File: src/rtl/vga_timing_gen_if.sv
// Raster interface between the VGA timing generator and its consumers
// (stacker block controller and the VGA pins).
interface vga_timing_gen_if;
  logic       pclk_en;
  logic [9:0] hCount;
  logic [9:0] vCount;
  logic       hSync;
  logic       vSync;
  logic       bright;
  logic       frame_tick;
  logic       game_tick;

  modport master (
    output pclk_en, hCount, vCount, hSync, vSync, bright, frame_tick, game_tick
  );

  modport slave (
    input pclk_en, hCount, vCount, hSync, vSync, bright, frame_tick, game_tick
  );
endinterface

File: src/rtl/vga_timing_gen.sv
// VGA 640x480@60Hz timing generator. Divides the board clock down to a
// pixel enable, walks the raster position, and produces sync, active-video,
// a per-frame tick and a slower game tick used to pace sprite movement.
module vga_timing_gen #(
  parameter int CLK_DIV         = 4,
  parameter int H_TOTAL         = 800,
  parameter int H_SYNC          = 96,
  parameter int H_ACT_START     = 144,
  parameter int H_ACT_END       = 784,
  parameter int V_TOTAL         = 525,
  parameter int V_SYNC          = 2,
  parameter int V_ACT_START     = 35,
  parameter int V_ACT_END       = 515,
  parameter int FRAMES_PER_TICK = 6
) (
  input  logic               clk,
  input  logic               rst,
  vga_timing_gen_if.master   vga
);

  localparam logic [9:0] DIV_LAST  = 10'(CLK_DIV - 1);
  localparam logic [9:0] H_LAST    = 10'(H_TOTAL - 1);
  localparam logic [9:0] V_LAST    = 10'(V_TOTAL - 1);
  localparam logic [9:0] H_SYNC_W  = 10'(H_SYNC);
  localparam logic [9:0] V_SYNC_W  = 10'(V_SYNC);
  localparam logic [9:0] H_ACT_S_W = 10'(H_ACT_START);
  localparam logic [9:0] H_ACT_E_W = 10'(H_ACT_END);
  localparam logic [9:0] V_ACT_S_W = 10'(V_ACT_START);
  localparam logic [9:0] V_ACT_E_W = 10'(V_ACT_END);
  localparam logic [9:0] FPT_LAST  = 10'(FRAMES_PER_TICK - 1);

  logic [9:0] div_cnt;
  logic [9:0] frame_cnt;
  logic [9:0] h_next;
  logic [9:0] v_next;
  logic       frame_wrap;

  // Next raster position; sync and bright are derived from it so they line up with the counts.
  always_comb begin
    h_next     = vga.hCount;
    v_next     = vga.vCount;
    frame_wrap = 1'b0;
    if (vga.pclk_en) begin
      if (vga.hCount == H_LAST) begin
        h_next = 10'd0;
        if (vga.vCount == V_LAST) begin
          v_next     = 10'd0;
          frame_wrap = 1'b1;
        end else begin
          v_next = vga.vCount + 10'd1;
        end
      end else begin
        h_next = vga.hCount + 10'd1;
      end
    end
  end

  // Clock divider producing a registered one-clock pixel enable.
  always_ff @(posedge clk or posedge rst) begin
    if (rst) begin
      div_cnt     <= 10'd0;
      vga.pclk_en <= 1'b0;
    end else begin
      vga.pclk_en <= (div_cnt == DIV_LAST);
      div_cnt     <= (div_cnt == DIV_LAST) ? 10'd0 : div_cnt + 10'd1;
    end
  end

  // Raster counters with sync and active-video registered alongside them.
  always_ff @(posedge clk or posedge rst) begin
    if (rst) begin
      vga.hCount <= 10'd0;
      vga.vCount <= 10'd0;
      vga.hSync  <= 1'b0;
      vga.vSync  <= 1'b0;
      vga.bright <= 1'b0;
    end else begin
      vga.hCount <= h_next;
      vga.vCount <= v_next;
      vga.hSync  <= (h_next >= H_SYNC_W);
      vga.vSync  <= (v_next >= V_SYNC_W);
      vga.bright <= (h_next >= H_ACT_S_W) && (h_next < H_ACT_E_W) &&
                    (v_next >= V_ACT_S_W) && (v_next < V_ACT_E_W);
    end
  end

  // Frame tick on the wrap to (0,0); game tick when the frame counter wraps too.
  always_ff @(posedge clk or posedge rst) begin
    if (rst) begin
      frame_cnt      <= 10'd0;
      vga.frame_tick <= 1'b0;
      vga.game_tick  <= 1'b0;
    end else begin
      vga.frame_tick <= frame_wrap;
      vga.game_tick  <= frame_wrap && (frame_cnt == FPT_LAST);
      if (frame_wrap) begin
        frame_cnt <= (frame_cnt == FPT_LAST) ? 10'd0 : frame_cnt + 10'd1;
      end
    end
  end

endmodule

File: src/flat_wrapper.sv
// flat-port wrapper written by rule: the top's interface ports become plain ports
module vga_timing_gen_flat 
#(
  parameter int CLK_DIV         = 4,
  parameter int H_TOTAL         = 800,
  parameter int H_SYNC          = 96,
  parameter int H_ACT_START     = 144,
  parameter int H_ACT_END       = 784,
  parameter int V_TOTAL         = 525,
  parameter int V_SYNC          = 2,
  parameter int V_ACT_START     = 35,
  parameter int V_ACT_END       = 515,
  parameter int FRAMES_PER_TICK = 6
)
  (clk, rst, vga_pclk_en, vga_hCount, vga_vCount, vga_hSync, vga_vSync, vga_bright, vga_frame_tick, vga_game_tick);
  vga_timing_gen_if vga_i ();
  input  logic clk;
  input  logic rst;
  output wire logic [$bits(vga_i.pclk_en)-1:0] vga_pclk_en;
  output wire logic [$bits(vga_i.hCount)-1:0] vga_hCount;
  output wire logic [$bits(vga_i.vCount)-1:0] vga_vCount;
  output wire logic [$bits(vga_i.hSync)-1:0] vga_hSync;
  output wire logic [$bits(vga_i.vSync)-1:0] vga_vSync;
  output wire logic [$bits(vga_i.bright)-1:0] vga_bright;
  output wire logic [$bits(vga_i.frame_tick)-1:0] vga_frame_tick;
  output wire logic [$bits(vga_i.game_tick)-1:0] vga_game_tick;
  assign vga_pclk_en = vga_i.pclk_en;
  assign vga_hCount = vga_i.hCount;
  assign vga_vCount = vga_i.vCount;
  assign vga_hSync = vga_i.hSync;
  assign vga_vSync = vga_i.vSync;
  assign vga_bright = vga_i.bright;
  assign vga_frame_tick = vga_i.frame_tick;
  assign vga_game_tick = vga_i.game_tick;
  vga_timing_gen #(.CLK_DIV(CLK_DIV), .H_TOTAL(H_TOTAL), .H_SYNC(H_SYNC), .H_ACT_START(H_ACT_START), .H_ACT_END(H_ACT_END), .V_TOTAL(V_TOTAL), .V_SYNC(V_SYNC), .V_ACT_START(V_ACT_START), .V_ACT_END(V_ACT_END), .FRAMES_PER_TICK(FRAMES_PER_TICK)) u_core (.clk(clk), .rst(rst), .vga(vga_i));
endmodule
File: config.mk
export PLATFORM = sky130hd
export DESIGN_NAME = vga_timing_gen_flat
export DESIGN_NICKNAME = d
export VERILOG_FILES = /design/src/rtl/vga_timing_gen_if.sv /design/src/rtl/vga_timing_gen.sv /design/src/flat_wrapper.sv
export SDC_FILE = /design/constraint.sdc
export NUM_CORES = 1
export LEC_CHECK = 0
export BUFFER_PORTS_ARGS = -buffer_cell sky130_fd_sc_hd__buf_2
export CAP_MARGIN = 30
export CORE_MARGIN = 8
export CORE_UTILIZATION = 30
export DETAILED_ROUTE_END_ITERATION = 10
export GPL_TIMING_DRIVEN = 1
export PLACE_DENSITY = 0.47
export SYNTH_ARGS = -nofsm -noshare
export SYNTH_HDL_FRONTEND = slang
export SYNTH_SLANG_ARGS = --single-unit
File: constraint.sdc
create_clock -name clk -period 5.01 [get_ports clk]
set_clock_uncertainty 0.05 [all_clocks]
set_input_delay 0.2505 -clock clk [delete_from_list [all_inputs] [get_ports clk]]
set_output_delay 0.2505 -clock clk [all_outputs]
set_load 0.005 [all_outputs]
==> impl.org, run 1 <==
** Status
- Run status :: completed

** Floorplan
- From bottom edge to top edge, the die measures 102 um.
- Placeable core area :: just over 7000 um2
- IO Pins :: 28
- The floorplan has 31 rows.
- Horiz. Die Dim :: 102 um
- The initial utilization of the core area, before any placement, comes to 0.308.
- Floorplan die area :: about 10000 um2

** CTS
- H-tree depth reported by CTS :: 2
- The clock drives 46 sinks.
- TritonCTS built the clock tree.
- Clock tree synthesis selected as its root buffer the cell sky130_fd_sc_hd__clkbuf_8.
- Clock-pin slew was measured on the worst setup and hold paths at 0.08 ns.
- Clock latency reported for the late side of the worst-skew pair :: 0.29 ns
- TritonCTS created 5 clock buffers.
- Post_cts resized :: 0
- Clock Tree Buf Depth :: 2

** Critical path
- For this run, the slowest stage of the critical path takes 0.55 ns.
- Along the worst path, the maximum fanout reaches 16.
- Reg-to-reg critical path endpoint :: u_core.vga.bright$_DFF_PP0_
- CP endpoint kind :: flip-flop
- Critical-path top delay cell :: sky130_fd_sc_hd__and4_1
- Signal arrival time at the worst endpoint :: 3.08 ns
- WP data required :: 5.18 ns
- R2r startpoint :: u_core.vga.hCount[0]$_DFF_PP0_
- R2R Setup Slk :: 2.10 ns
- CP startpoint kind :: flip-flop
- Worst Setup Path Type :: flip-flop to flip-flop
- The critical path goes through ha_1 > and4bb_1 > and4_1 > nand4_2 > xnor2_1 > or3_4 > or4_1 > a31oi_1.
- The number of cells on the worst reg-to-reg path is 8.
- Tracing the worst setup path back leads to its startpoint at u_core.vga.hCount[0]$_DFF_PP0_.

** Synthesis
- Number of enable flip-flop cells after synthesis :: 0
- Multiplexer share of the synthesized area :: 0.0101
- Leading register cell type out of synthesis :: sky130_fd_sc_hd__dfrtp_1
- Adder-cell area share of the yosys netlist :: 0.0336
- Counting every instance in the synthesized netlist gives 216.
- Yosys printed 0 warnings.
- Of the total synthesized cell area, the portion taken by AND, OR, NAND and NOR gates is 0.253.
- After synthesis the cells add up to 2240 um2.
- Of the synthesized area, sequential elements account for 0.515.
- Flip-flop and latch count after synthesis :: 46
- Avg Synthesized Cell Area :: 10.4 um2
- Xor and xnor area share after synthesis :: 0.0979
- The complex-gate fraction of the synthesized area is 0.0616.
- Yosys mapped the design onto 43 distinct sky130hd cell types.
- In the synthesized netlist the async set-or-reset flop fraction comes to 1.00.
- Main combinational cell family by area after synthesis :: simple AND/OR/NAND/NOR gates
- The number of nets handed over by synthesis was 224.

** Route
- The detail route stage leaves a number of antenna-violating nets equal to 0.
- The routed design has 4620 um of wire.
- Via density :: 4.72
- The first detailed-routing pass ran for 4 iterations.
- In the final routed layout, each cell accounts on average for 13.3 um.
- Vias after detailed routing :: 1643
- DRC viols :: 0
- For this block, the initial DRC count from the detailed router was 50.

** Job
- The tool flagged a number of max-cap violations equal to 0.

** Layout
- Final Instance Count excl. Fillers :: approximately 350
- Relative to the synthesized area, the layout overhead comes to 15.4%.
- Final standard cell utilization of the core :: 0.356
- The repair_antennas step left the layout with diodes totalling 0.
- The net count of the finished layout is between 200 and 300.
- After routing the design area is 2580 um2.
- Fill cells in the final layout number 780.
- Share of layout cells above drive strength 1 :: 0.169

** STA
- Based on the critical path, the design can be clocked at up to 343 MHz.
- Worst slew margin relative to its limit :: 0.584
- Number of slew-limit violations in the final report :: 0
- Setup repair after global routing left no endpoint under its margin.
- After layout, the worst setup slack is around 2.1 ns.
- Total negative slack for setup checks :: 0 ns
- Counting I/O delays and the setup requirement, the final critical path takes 2.91 ns.
- Setup violations remaining at the end of the flow were counted as 0.
- The number of failing hold endpoints at the final stage came to 0.
- Final Cycle Share :: 0.582
- Final hold analysis gives a worst-case slack of 0.397 ns.
- For the pin with the worst max-slew slack, the measured transition is 0.618 ns.

** GRT
- Gr usage total :: 0.0961
- The initial antenna violation count is 0.
- Global routing finished with a remaining overflow of 0.
- Entering global routing, the biggest net connects 36 pins.
- The first global-routing pass estimated 7940 um of wire.
- The via count of the first global-routing pass was about 1700.

** Worst hold path
- The min-delay analysis places its worst path in the category input pin to async pin.

** Placement
- Buffers placed on the I/O ports in this run total 27.
- Number of placed cells counting well taps :: 340
- Once placement finished, the instance area stood at ~2500 um2.
- Before CTS, the worst setup slack after placement is 2.10 ns.
- HPWL after detailed placement :: about 3400 um
- Gp weighted congestion :: ~0.7

** Power and ir drop
- VDD sags by at most about 0.00010 V.
- Pwr per Cell Area :: around 230 nW/um2
- Summed over all cells, the static leakage comes to ~1.3 nW.
- Total power draw :: 594 uW
## flip-flops by register name, indices dropped and copies added (netlist names)
signal                 flops
u_core.frame_cnt          10
u_core.vga.vSync           1
u_core.vga.frame_tick      1
u_core.vga.pclk_en         1
u_core.vga.hCount         10
u_core.vga.hSync           1
u_core.vga.vCount         10
u_core.div_cnt            10
u_core.vga.bright          1
u_core.vga.game_tick       1
## cell type report
class | count | area (um2) | share of cell area
well taps | 99 | 124 | 0.0480
inverters | 12 | 45.0 | 0.0175
flip-flops and latches | 46 | 1150 | 0.446
clock buffers | 7 | 76.3 | 0.0296
repair buffers | 29 | 165 | 0.0640
multi-input cells | 155 | 1020 | 0.395
## critical path: cells and delay by family, from the launching register on
family                   cells  cell delay, ns
XOR/XNOR                     1            0.17
adder cells (fa/ha/maj)      1            0.21
AO/OA/AOI/OAI                1            0.15
flip-flops                   1            0.41
AND/OR/NAND/NOR              5            1.85
## kinds of logic after synthesis
group / after synthesis
flops: 46
fa+ha+maj: 6
simple gates: 100
mux: 2
compound gates: 22
buf+inv: 15
xor+xnor: 25
## synthesized netlist by cell type (4+ instances only)
| master | number | share of area |
|---|---|---|
| sky130_fd_sc_hd__nand4_1 | 11 | 0.031 |
| sky130_fd_sc_hd__and4_1 | 4 | 0.016 |
| sky130_fd_sc_hd__nand3_1 | 12 | 0.027 |
| sky130_fd_sc_hd__dfrtp_1 | 46 | 0.51 |
| sky130_fd_sc_hd__a31oi_1 | 4 | 0.011 |
| sky130_fd_sc_hd__nor3_1 | 6 | 0.013 |
| sky130_fd_sc_hd__xor2_1 | 7 | 0.027 |
| sky130_fd_sc_hd__o21ai_0 | 6 | 0.013 |
| sky130_fd_sc_hd__inv_1 | 12 | 0.020 |
| sky130_fd_sc_hd__nor2_1 | 21 | 0.035 |
| sky130_fd_sc_hd__xnor2_1 | 18 | 0.071 |
| sky130_fd_sc_hd__and3_1 | 4 | 0.011 |
| sky130_fd_sc_hd__ha_1 | 6 | 0.034 |
| sky130_fd_sc_hd__nand2_1 | 20 | 0.034 |
## worst max path at each step
stage	to	slack, ns	cells past startpoint
after floorplan	u_core.vga.bright$_DFF_PP0_	2.57	9
after global placement	u_core.vga.bright$_DFF_PP0_	2.18	8
after detailed placement	u_core.vga.bright$_DFF_PP0_	2.10	8
after CTS	u_core.vga.bright$_DFF_PP0_	2.08	8
after global routing	u_core.vga.bright$_DFF_PP0_	1.88	8
final	u_core.vga.bright$_DFF_PP0_	2.10	8
## power by group
group          leakage [nW]  switching [mW]  total (mW)  internal (mW)
sequential            0.628               0       0.371          0.371
clock                0.0383           0.116       0.213         0.0963
combinational         0.586         0.00758      0.0100        0.00245
total                  1.25           0.124       0.594          0.470
## timing repair
action / CTS / global route
hold buffers: 1 / 0
setup endpoints to repair: 0 / 0
hold endpoints to repair: 11 / 0
setup buffers: 0 / 0
## placed cells by master (no fill, tap or decap), drive strengths merged, types with 6 or more instances in the layout
| cell type | count |
|---|---|
| buf | 28 |
| nand3 | 12 |
| nand2 | 20 |
| clkbuf | 7 |
| xor2 | 7 |
| inv | 12 |
| and3 | 6 |
| nor2 | 21 |
| dfrtp | 46 |
| nand4 | 13 |
| o21ai | 8 |
| nor3 | 6 |
| xnor2 | 18 |
| ha | 6 |
## layer usage
| layer | vias to the layer above | GRT usage | routed length (um) |
|---|---|---|---|
| li1 | 822 | - | - |
| met1 | 792 | 0.124 | 2330 |
| met2 | 25 | 0.147 | 1970 |
| met3 | 4 | 0.0334 | 271 |
| met4 | 0 | 0.0305 | 51 |
| met5 | - | 0 | 0 |
No activity file was read; power rests on OpenSTA's default activity.
==> inputs of run 2 (changes only) <==
--- a/config.mk
+++ b/config.mk
@@ -5,6 +5,7 @@
 export SDC_FILE = /design/constraint.sdc
 export NUM_CORES = 1
 export LEC_CHECK = 0
+export ABC_AREA = 1
 export BUFFER_PORTS_ARGS = -buffer_cell sky130_fd_sc_hd__buf_2
 export CAP_MARGIN = 30
 export CORE_MARGIN = 8
==> constraint.sdc (replaced) <==
create_clock -name clk -period 3 [get_ports clk]
set_clock_uncertainty 0.05 [all_clocks]
set_input_delay 0.15 -clock clk [delete_from_list [all_inputs] [get_ports clk]]
set_output_delay 0.15 -clock clk [all_outputs]
set_load 0.005 [all_outputs]
==> run 2 against run 1 <==
Against the previous run:
- non-clock buffer count stayed put
- flip-flop and latch count stayed put
- routed wire length is 20% higher
- critical path type unchanged
- largest power group unchanged
==> impl.org, run 2 <==
** Synthesis
- Cell count after synthesis :: a little over 300
- After synthesis, the cell types taking the most area are sky130_fd_sc_hd__dfrtp_1 (47%), sky130_fd_sc_hd__nand2_1 (11%), sky130_fd_sc_hd__inv_1 (8.7%).
- The cell area that synthesis handed to floorplanning was 2450 um2.
- Avg Synthesized Cell Area :: 7.90 um2
- Of the synthesized area, sequential elements account for 0.470.
- Post-Syn Nets :: 318
- Most frequent cell after synthesis :: sky130_fd_sc_hd__nand2_1
- Area share of the largest cell type after synthesis :: 0.470
- Of the total synthesized cell area, the portion taken by XOR and XNOR cells is 0.0501.
- Number of unique standard cell types used by synthesis :: 26
- Multiplexer share of the synthesized area :: 0
- Of the total synthesized cell area, the portion taken by AND, OR, NAND and NOR gates is 0.329.
- Yosys mapped a number of flops with a built-in enable equal to 0.
- After synthesis, the largest family of logic cells by area is simple AND/OR/NAND/NOR gates.
- Compound-gate portion of the synthesized area :: 0.0286
- The commonest cells after synthesis are sky130_fd_sc_hd__nand2_1 (72), sky130_fd_sc_hd__inv_1 (57), sky130_fd_sc_hd__dfrtp_1 (46).
- Yosys printed 0 warnings.
- Flip-flop and latch count after synthesis :: 46
- Leading register cell type out of synthesis :: sky130_fd_sc_hd__dfrtp_1
- Of the total synthesized cell area, the portion taken by full adders, half adders and majority gates is 0.0306.
- For this run, asynchronously set or reset flops after synthesis account for 1.00.
- The largest total area in the synthesized netlist belongs to sky130_fd_sc_hd__dfrtp_1.

** STA
- For the pin with the worst max-slew slack, the measured transition is 0.645 ns.
- Worst slew margin relative to its limit :: 0.564
- Of the available clock period, the critical path in the final layout requires 0.740.
- Final min period :: 2.22 ns
- Number of slew-limit violations in the final report :: 0
- Static timing analysis puts the maximum clock frequency at around 450 MHz.
- Post-layout worst setup margin :: just under 0.8 ns
- The number of failing hold endpoints at the final stage is 0.
- Hold slack final :: between 0.2 and 0.25 ns
- Total of endpoints with negative setup slack in the final report :: 0
- Total negative slack for setup checks :: 0 ns
- Setup repair after global routing left no endpoint under its margin.

** Floorplan
- IO Pins :: 28
- Std-Cell Rows :: 33
- The die covers 11300 um2.
- The initial utilization of the core area, before any placement, comes to 0.304.
- The region available for standard cell placement spans 8050 um2.
- Horiz. Die Dim :: 106 um
- From bottom edge to top edge, the die measures about 110 um.

** Critical path
- The signal on the critical path passes through inv_1 > nor3_2 > nand2_1 > nand2_1 > inv_1 > nand2_1 > nand2_1 > nor2_1 > nand2_1 > nand2_1 > nor2_1.
- On the worst path, the slowest cell contributes a delay of 0.72 ns.
- Sum of buffers and inverters on the critical path :: 2
- The kind of cell with the highest combined delay along the critical path is simple AND/OR/NAND/NOR gates.
- Crit-path max FO :: 18
- CP endpoint kind :: flip-flop
- STA puts the critical path data required time at 3.16 ns.
- Most common cell type on the critical path :: sky130_fd_sc_hd__nand2_1
- CP startpoint kind :: flip-flop
- The worst setup path is of the flip-flop to flip-flop kind.
- Among all stages on the critical path, the largest delay is contributed by sky130_fd_sc_hd__dfrtp_1.
- For the worst setup path, the data arrival time is 2.38 ns.

** Job
- Count of max-cap constraint violations :: 0

** Placement
- Gp weighted congestion :: 0.785
- Buffers placed on the I/O ports in this run total 27.
- Worst Setup Slack post-DPL :: 0.776 ns
- HPWL after detailed placement :: roughly 4200 um

** Layout
- Number of filler cells placed in the layout :: 845
- In the final layout, the share of cells above drive strength 1 is 0.136.
- Most frequent cells in the layout :: sky130_fd_sc_hd__nand2_1 (72), sky130_fd_sc_hd__inv_1 (56), sky130_fd_sc_hd__dfrtp_1 (46), sky130_fd_sc_hd__nor2_1 (37), sky130_fd_sc_hd__buf_2 (27)
- Antenna diodes :: 0
- Fin nets :: ~350
- Area grow syn2layout :: 16.1%
- Commonest non-fill, non-tap cell in the layout :: sky130_fd_sc_hd__nand2_1

** Power and ir drop
- Dividing total power by cell area gives a power density of 382 nW/um2.
- Leakage power figure :: approximately 1.5 nW
- VDD sags by at most 0.000135 V.

** CTS
- Clock tree synthesis found a total of 46 sinks.
- In this run the deepest clock path goes through 2 buffers.
- TritonCTS built the clock tree.
- The number of gates resized after CTS was 0.
- After clock tree synthesis, the clock-pin slew on the worst setup and hold paths is about 0.10 ns.
- Post-CTS setup buffer count :: 0
- H-tree depth reported by CTS :: 2
- The tree is rooted in a sky130_fd_sc_hd__clkbuf_8.
- Clock tree synthesis inserted a total of 5 buffers.
- Clock latency on the worst-skew pair, taken at its later pin, is 0.30 ns.

** Route
- Number of DRC violations after detailed-routing iteration 0 :: 79
- Pre-antenna DRT Iters :: 4
- Final wirelength :: 5530 um
- Wire per inst :: between 10 and 15 um
- Vias after detailed routing :: 2021
- Via density :: 4.49
- After detailed routing, the number of remaining DRC violations is 0.
- The detail route stage leaves a number of antenna-violating nets equal to 0.

** GRT
- The via count of the first global-routing pass came to 1995.
- Entering global routing, the biggest net connects 40 pins.
- Antenna violations before repair :: 0
- Global-route wire length before repair :: 9460 um
- Overflow left after global routing :: 0
- In the global route stage, overall resource usage came out at 0.103.

** Status
- The run finished with clean final reports.

** Worst hold path
- HP Class :: input pin to async pin
## run 2: changes by cell type in the layout (fill, tap and decap cells not counted), sizes merged, moves of 4 or more
cell	delta
nand2	+52
inv	+45
nor2	+22
nand3	+16
xnor2	-15
and3	-6
and4	-5
a21oi	+4
a31oi	-4
nand3b	+4
xor2	+4
## run 2: through the flow
stage | power (mW) | instance area [um2] | std cells | util
floorplan | 0.641 | 2450 | 310 | -
global placement | 0.646 | 2710 | 440 | 0.336
detailed placement | 0.650 | 2730 | 441 | 0.338
CTS | 1.11 | 2850 | 450 | 0.353
global route | 1.14 | 2850 | 450 | 0.353
finish | 1.09 | 2850 | 450 | 0.353
## run 2: worst paths after layout
check	startpoint	endpoint	slack, ns	cells past startpoint
setup / recovery	u_core.vga.pclk_en$_DFF_PP0_	u_core.vga.bright$_DFF_PP0_	0.78	11
hold / removal	rst	u_core.vga.game_tick$_DFF_PP0_	0.25	3
setup reg to reg	u_core.vga.pclk_en$_DFF_PP0_	u_core.vga.bright$_DFF_PP0_	0.78	11
hold reg to reg	u_core.frame_cnt[9]$_DFFE_PP0P_	u_core.frame_cnt[9]$_DFFE_PP0P_	0.43	1
max in group asynchronous	rst	u_core.div_cnt[2]$_DFF_PP0_	2.19	4
min in group clk	u_core.frame_cnt[9]$_DFFE_PP0P_	u_core.frame_cnt[9]$_DFFE_PP0P_	0.43	1
## run 2: tightest hold or removal path: cells and delay by family
kind / cells / cell delay, ns
buffers and inverters: 3 / 0.81
## run 2: cell type report
type | count | area, um2 | area share
Inverter | 57 | 214 | 0.0752
Clock buffer | 8 | 110 | 0.0387
Timing Repair Buffer | 29 | 165 | 0.0580
Tap cell | 105 | 131 | 0.0462
Sequential cell | 46 | 1150 | 0.405
Multi-Input combinational cell | 205 | 1070 | 0.377
## run 2: power breakdown
part           internal, mW  switching [mW]
clock network         0.233           0.217
logic               0.00412          0.0129
registers             0.619               0
total                 0.857           0.230
## run 2: cells by family after synthesis
family	count (synthesis)
adder cells (fa/ha/maj)	6
XOR/XNOR	14
AND/OR/NAND/NOR	172
flip-flops	46
AO/OA/AOI/OAI	13
buffers and inverters	59
## run 2: metal layers
| metal | GRT usage | routed length, um | up-vias |
|---|---|---|---|
| met5 | 0 | 0 | - |
| met4 | 0.0302 | 40 | 0 |
| met3 | 0.0272 | 283 | 5 |
| met2 | 0.177 | 2690 | 38 |
| met1 | 0.122 | 2520 | 930 |
| li1 | - | - | 1048 |
## run 2: what timing repair did
action | 4_1_cts | 5_1_grt
setup endpoints to repair | 0 | 0
hold buffers | 1 | 0
hold endpoints to repair | 46 | 0
==> inputs of run 3 (changes only) <==
--- a/config.mk
+++ b/config.mk
@@ -5,7 +5,7 @@
 export SDC_FILE = /design/constraint.sdc
 export NUM_CORES = 1
 export LEC_CHECK = 0
-export ABC_AREA = 1
+export ABC_AREA = 0
 export BUFFER_PORTS_ARGS = -buffer_cell sky130_fd_sc_hd__buf_2
 export CAP_MARGIN = 30
 export CORE_MARGIN = 8
==> constraint.sdc (replaced) <==
create_clock -name clk -period 2.14 [get_ports clk]
set_clock_uncertainty 0.05 [all_clocks]
set_input_delay 0.107 -clock clk [delete_from_list [all_inputs] [get_ports clk]]
set_output_delay 0.107 -clock clk [all_outputs]
set_load 0.005 [all_outputs]
==> run 3 against run 2 <==
Against the previous run:
- final cell count decreased by 10%
- clock-buffer cell count is 1 lower
- routed wire length decreased by 1.8%
- the run now ends with setup timing left
- utilization increased by 7.7 points
- via count down 6.5%
- non-clock buffer count rose by 55
- clock power increased by 22%
- critical endpoint unchanged
- total power grew 33%
==> impl.org, run 3 (synthesis gave the netlist of run 1 again) <==
** Status
- Run status :: finished with violations
- The checks that failed: setup timing.

** Critical path
- Of all nets on the critical path, the largest fanout is 5.
- WP data required :: 2.31 ns
- The critical path is of the flip-flop to flip-flop type.
- CP endpoint kind :: flip-flop
- Signal arrival time at the worst endpoint :: between 2 and 3 ns
- The number of cells on the worst reg-to-reg path is 10.
- Reg-to-reg critical path endpoint :: u_core.vga.bright$_DFF_PP0_
- Crit path from :: u_core.vga.hCount[1]$_DFF_PP0_
- The startpoint identified for the worst register-to-register timing path is u_core.vga.hCount[1]$_DFF_PP0_.
- R2R Setup Slk :: -0.36 ns
- CP startpoint kind :: flip-flop

** CTS
- After clock tree synthesis, the clock-pin slew on the worst setup and hold paths is 0.09 ns.
- The clock passes through at most 2 buffers.
- The H-tree generated during clock tree synthesis spans 2 levels.
- TritonCTS built the clock tree.
- At the later pin of the worst-skew pair, clock insertion delay measures 0.30 ns.
- For this design, the sink count on the clock tree is 46.
- Clock tree synthesis inserted a total of 5 buffers.
- Root cell of the clock tree :: sky130_fd_sc_hd__clkbuf_8

** Floorplan
- Initial Utilization :: 0.308
- Placeable core area :: 7250 um2
- Horiz. Die Dim :: 102 um
- Floorplan die area :: approximately 10000 um2
- IO Pins :: 28
- The die is 102 um tall.
- Std-Cell Rows :: 31

** Layout
- Relative to the synthesized area, the layout overhead comes to 39.5%.
- Final Instance Count excl. Fillers :: about 400
- Area used by sequential logic in the layout :: 1150 um2
- In the layout the commonest cells are sky130_fd_sc_hd__buf_4 (50), sky130_fd_sc_hd__dfrtp_1 (46), sky130_fd_sc_hd__buf_2 (27), sky130_fd_sc_hd__nand2_1 (19), sky130_fd_sc_hd__nor2_1 (19).
- Commonest non-fill, non-tap cell in the layout :: sky130_fd_sc_hd__buf_4
- Antenna diodes :: 0
- Multi-input combinational cell area :: between 1000 and 1500 um2
- Fin nets :: 312
- Of the cells placed in the final design, the portion with a size suffix greater than 1 is 0.377.
- The filler cells instantiated in the layout total 747.
- Final standard cell utilization of the core :: 0.430

** GRT
- Met1 track demand over resource in global routing :: 0.142
- Met2 routing resource usage after global routing :: 0.174
- Antenna violations before repair :: 0
- The via count of the first global-routing pass was about 1900.
- The total overflow left after global routing is 0.
- Gr usage total :: 0.110
- M3 GR Usage :: 0.0320
- GRT Max-Usage Layer :: met2
- Global-route wire length before repair :: 9090 um
- Entering global routing, the biggest net connects 47 pins.

** STA
- Setup violations remaining at the end of the flow were counted as 3.
- Counting I/O delays and the setup requirement, the final critical path takes 2.50 ns.
- Headroom to the max-slew limit came out at 0.705.
- Final Cycle Share :: 1.17
- For the pin with the worst max-slew slack, the measured transition is 0.443 ns.
- Unrepaired setup endpoints after global routing :: yes
- Upper clock frequency limit :: about 400 MHz
- Post-layout worst setup margin :: -0.357 ns
- Hold slack final :: roughly 0.34 ns
- Number of slew-limit violations in the final report :: 0
- Number of endpoints with negative hold slack in the final report :: 0

** Route
- Wire per inst :: 13.5 um
- For this block, the routed nets add up to 5440 um of wire.
- Number of DRC violations after detailed-routing iteration 0 :: 59
- The routed layout has 1890 vias.
- Number of nets with antenna violations after detailed routing :: 0
- DRC viols :: 0
- The pre-antenna-repair detailed-routing pass consisted of 4 iterations.
- In the routed layout, each cell is associated on average with a via count of 4.68.

** Power and ir drop
- Pwr per Cell Area :: 463 nW/um2
- The worst-case IR drop observed on VDD is 0.000216 V.
- Summed over all cells, the static leakage comes to 1.57 nW.
- Total power draw :: 1.44 mW

** Worst hold path
- The tightest min-delay check is of the input pin to async pin type.

** Placement
- Gp weighted congestion :: between 0.7 and 0.8
- The count of buffers added on input and output ports is 27.
- HPWL after detailed placement :: 3820 um
- Including well taps, the total number of placed cells is between 300 and 400.

** Job
- Count of max-cap constraint violations :: 0
run 3: changes by cell type in the layout (fill, tap and decap cells not counted), sizes merged, moves of 5 or more:
cell   before  now
buf        28   83
and3        0    6
nor2       43   21
xnor2       3   18
inv        57   12
nand3      28   12
nand2      72   20
and4        0    5
run 3: metal layers:
metal / vias up / wire [um]
li1: 940 / -
met1: 922 / 2560
met2: 23 / 2610
met3: 5 / 205
met4: 0 / 60
met5: - / 0
run 3: worst max path at each step:
stage                                       end  cells past startpoint
detailed placement  u_core.vga.bright$_DFF_PP0_                      8
global placement    u_core.vga.bright$_DFF_PP0_                      9
global route        u_core.vga.bright$_DFF_PP0_                     10
CTS                 u_core.vga.bright$_DFF_PP0_                      8
finish              u_core.vga.bright$_DFF_PP0_                     10
floorplan           u_core.vga.bright$_DFF_PP0_                      9
run 3: area by class of cell:
cell class,instances,share of cell area
flip-flops and latches,46,0.369
repair buffers,84,0.194
inverters,12,0.0144
multi-input cells,155,0.353
well taps,99,0.0397
clock buffers,7,0.0277
clock inverters,1,0.00160
run 3: timing repair:
item | 4_1_cts | 5_1_grt
gates resized for setup | 8 | 17
hold buffers | 1 | 0
pin swaps | 12 | 15
hold endpoints to repair | 46 | 0
endpoints found under the setup margin | 6 | 12
setup buffers | 6 | 7
run 3: per-stage QoR:
stage | setup WS (ns) | setup TNS (ns) | instance area [um2]
floorplan | -0.280 | -0.280 | 2240
global placement | -0.361 | -0.564 | 2810
detailed placement | -0.404 | -0.684 | 2810
CTS | -0.306 | -0.356 | 3000
global route | -0.502 | -1.42 | 3120
finish | -0.357 | -0.571 | 3120
run 3: power by group:
group	internal (mW)	switching (mW)
sequential	0.868	0
clock	0.261	0.290
combinational	0.00591	0.0178
run 3: worst max-delay path, cell delays in order (launching register included):
cell,delay [ns]
sky130_fd_sc_hd__dfrtp_1,0.39
sky130_fd_sc_hd__ha_2,0.19
sky130_fd_sc_hd__and4bb_1,0.20
sky130_fd_sc_hd__buf_4,0.13
sky130_fd_sc_hd__nand4_1,0.22
sky130_fd_sc_hd__buf_4,0.17
sky130_fd_sc_hd__or3_1,0.09
sky130_fd_sc_hd__o21ai_1,0.07
sky130_fd_sc_hd__nand4bb_1,0.22
sky130_fd_sc_hd__or4_4,0.52
sky130_fd_sc_hd__a31oi_4,0.17
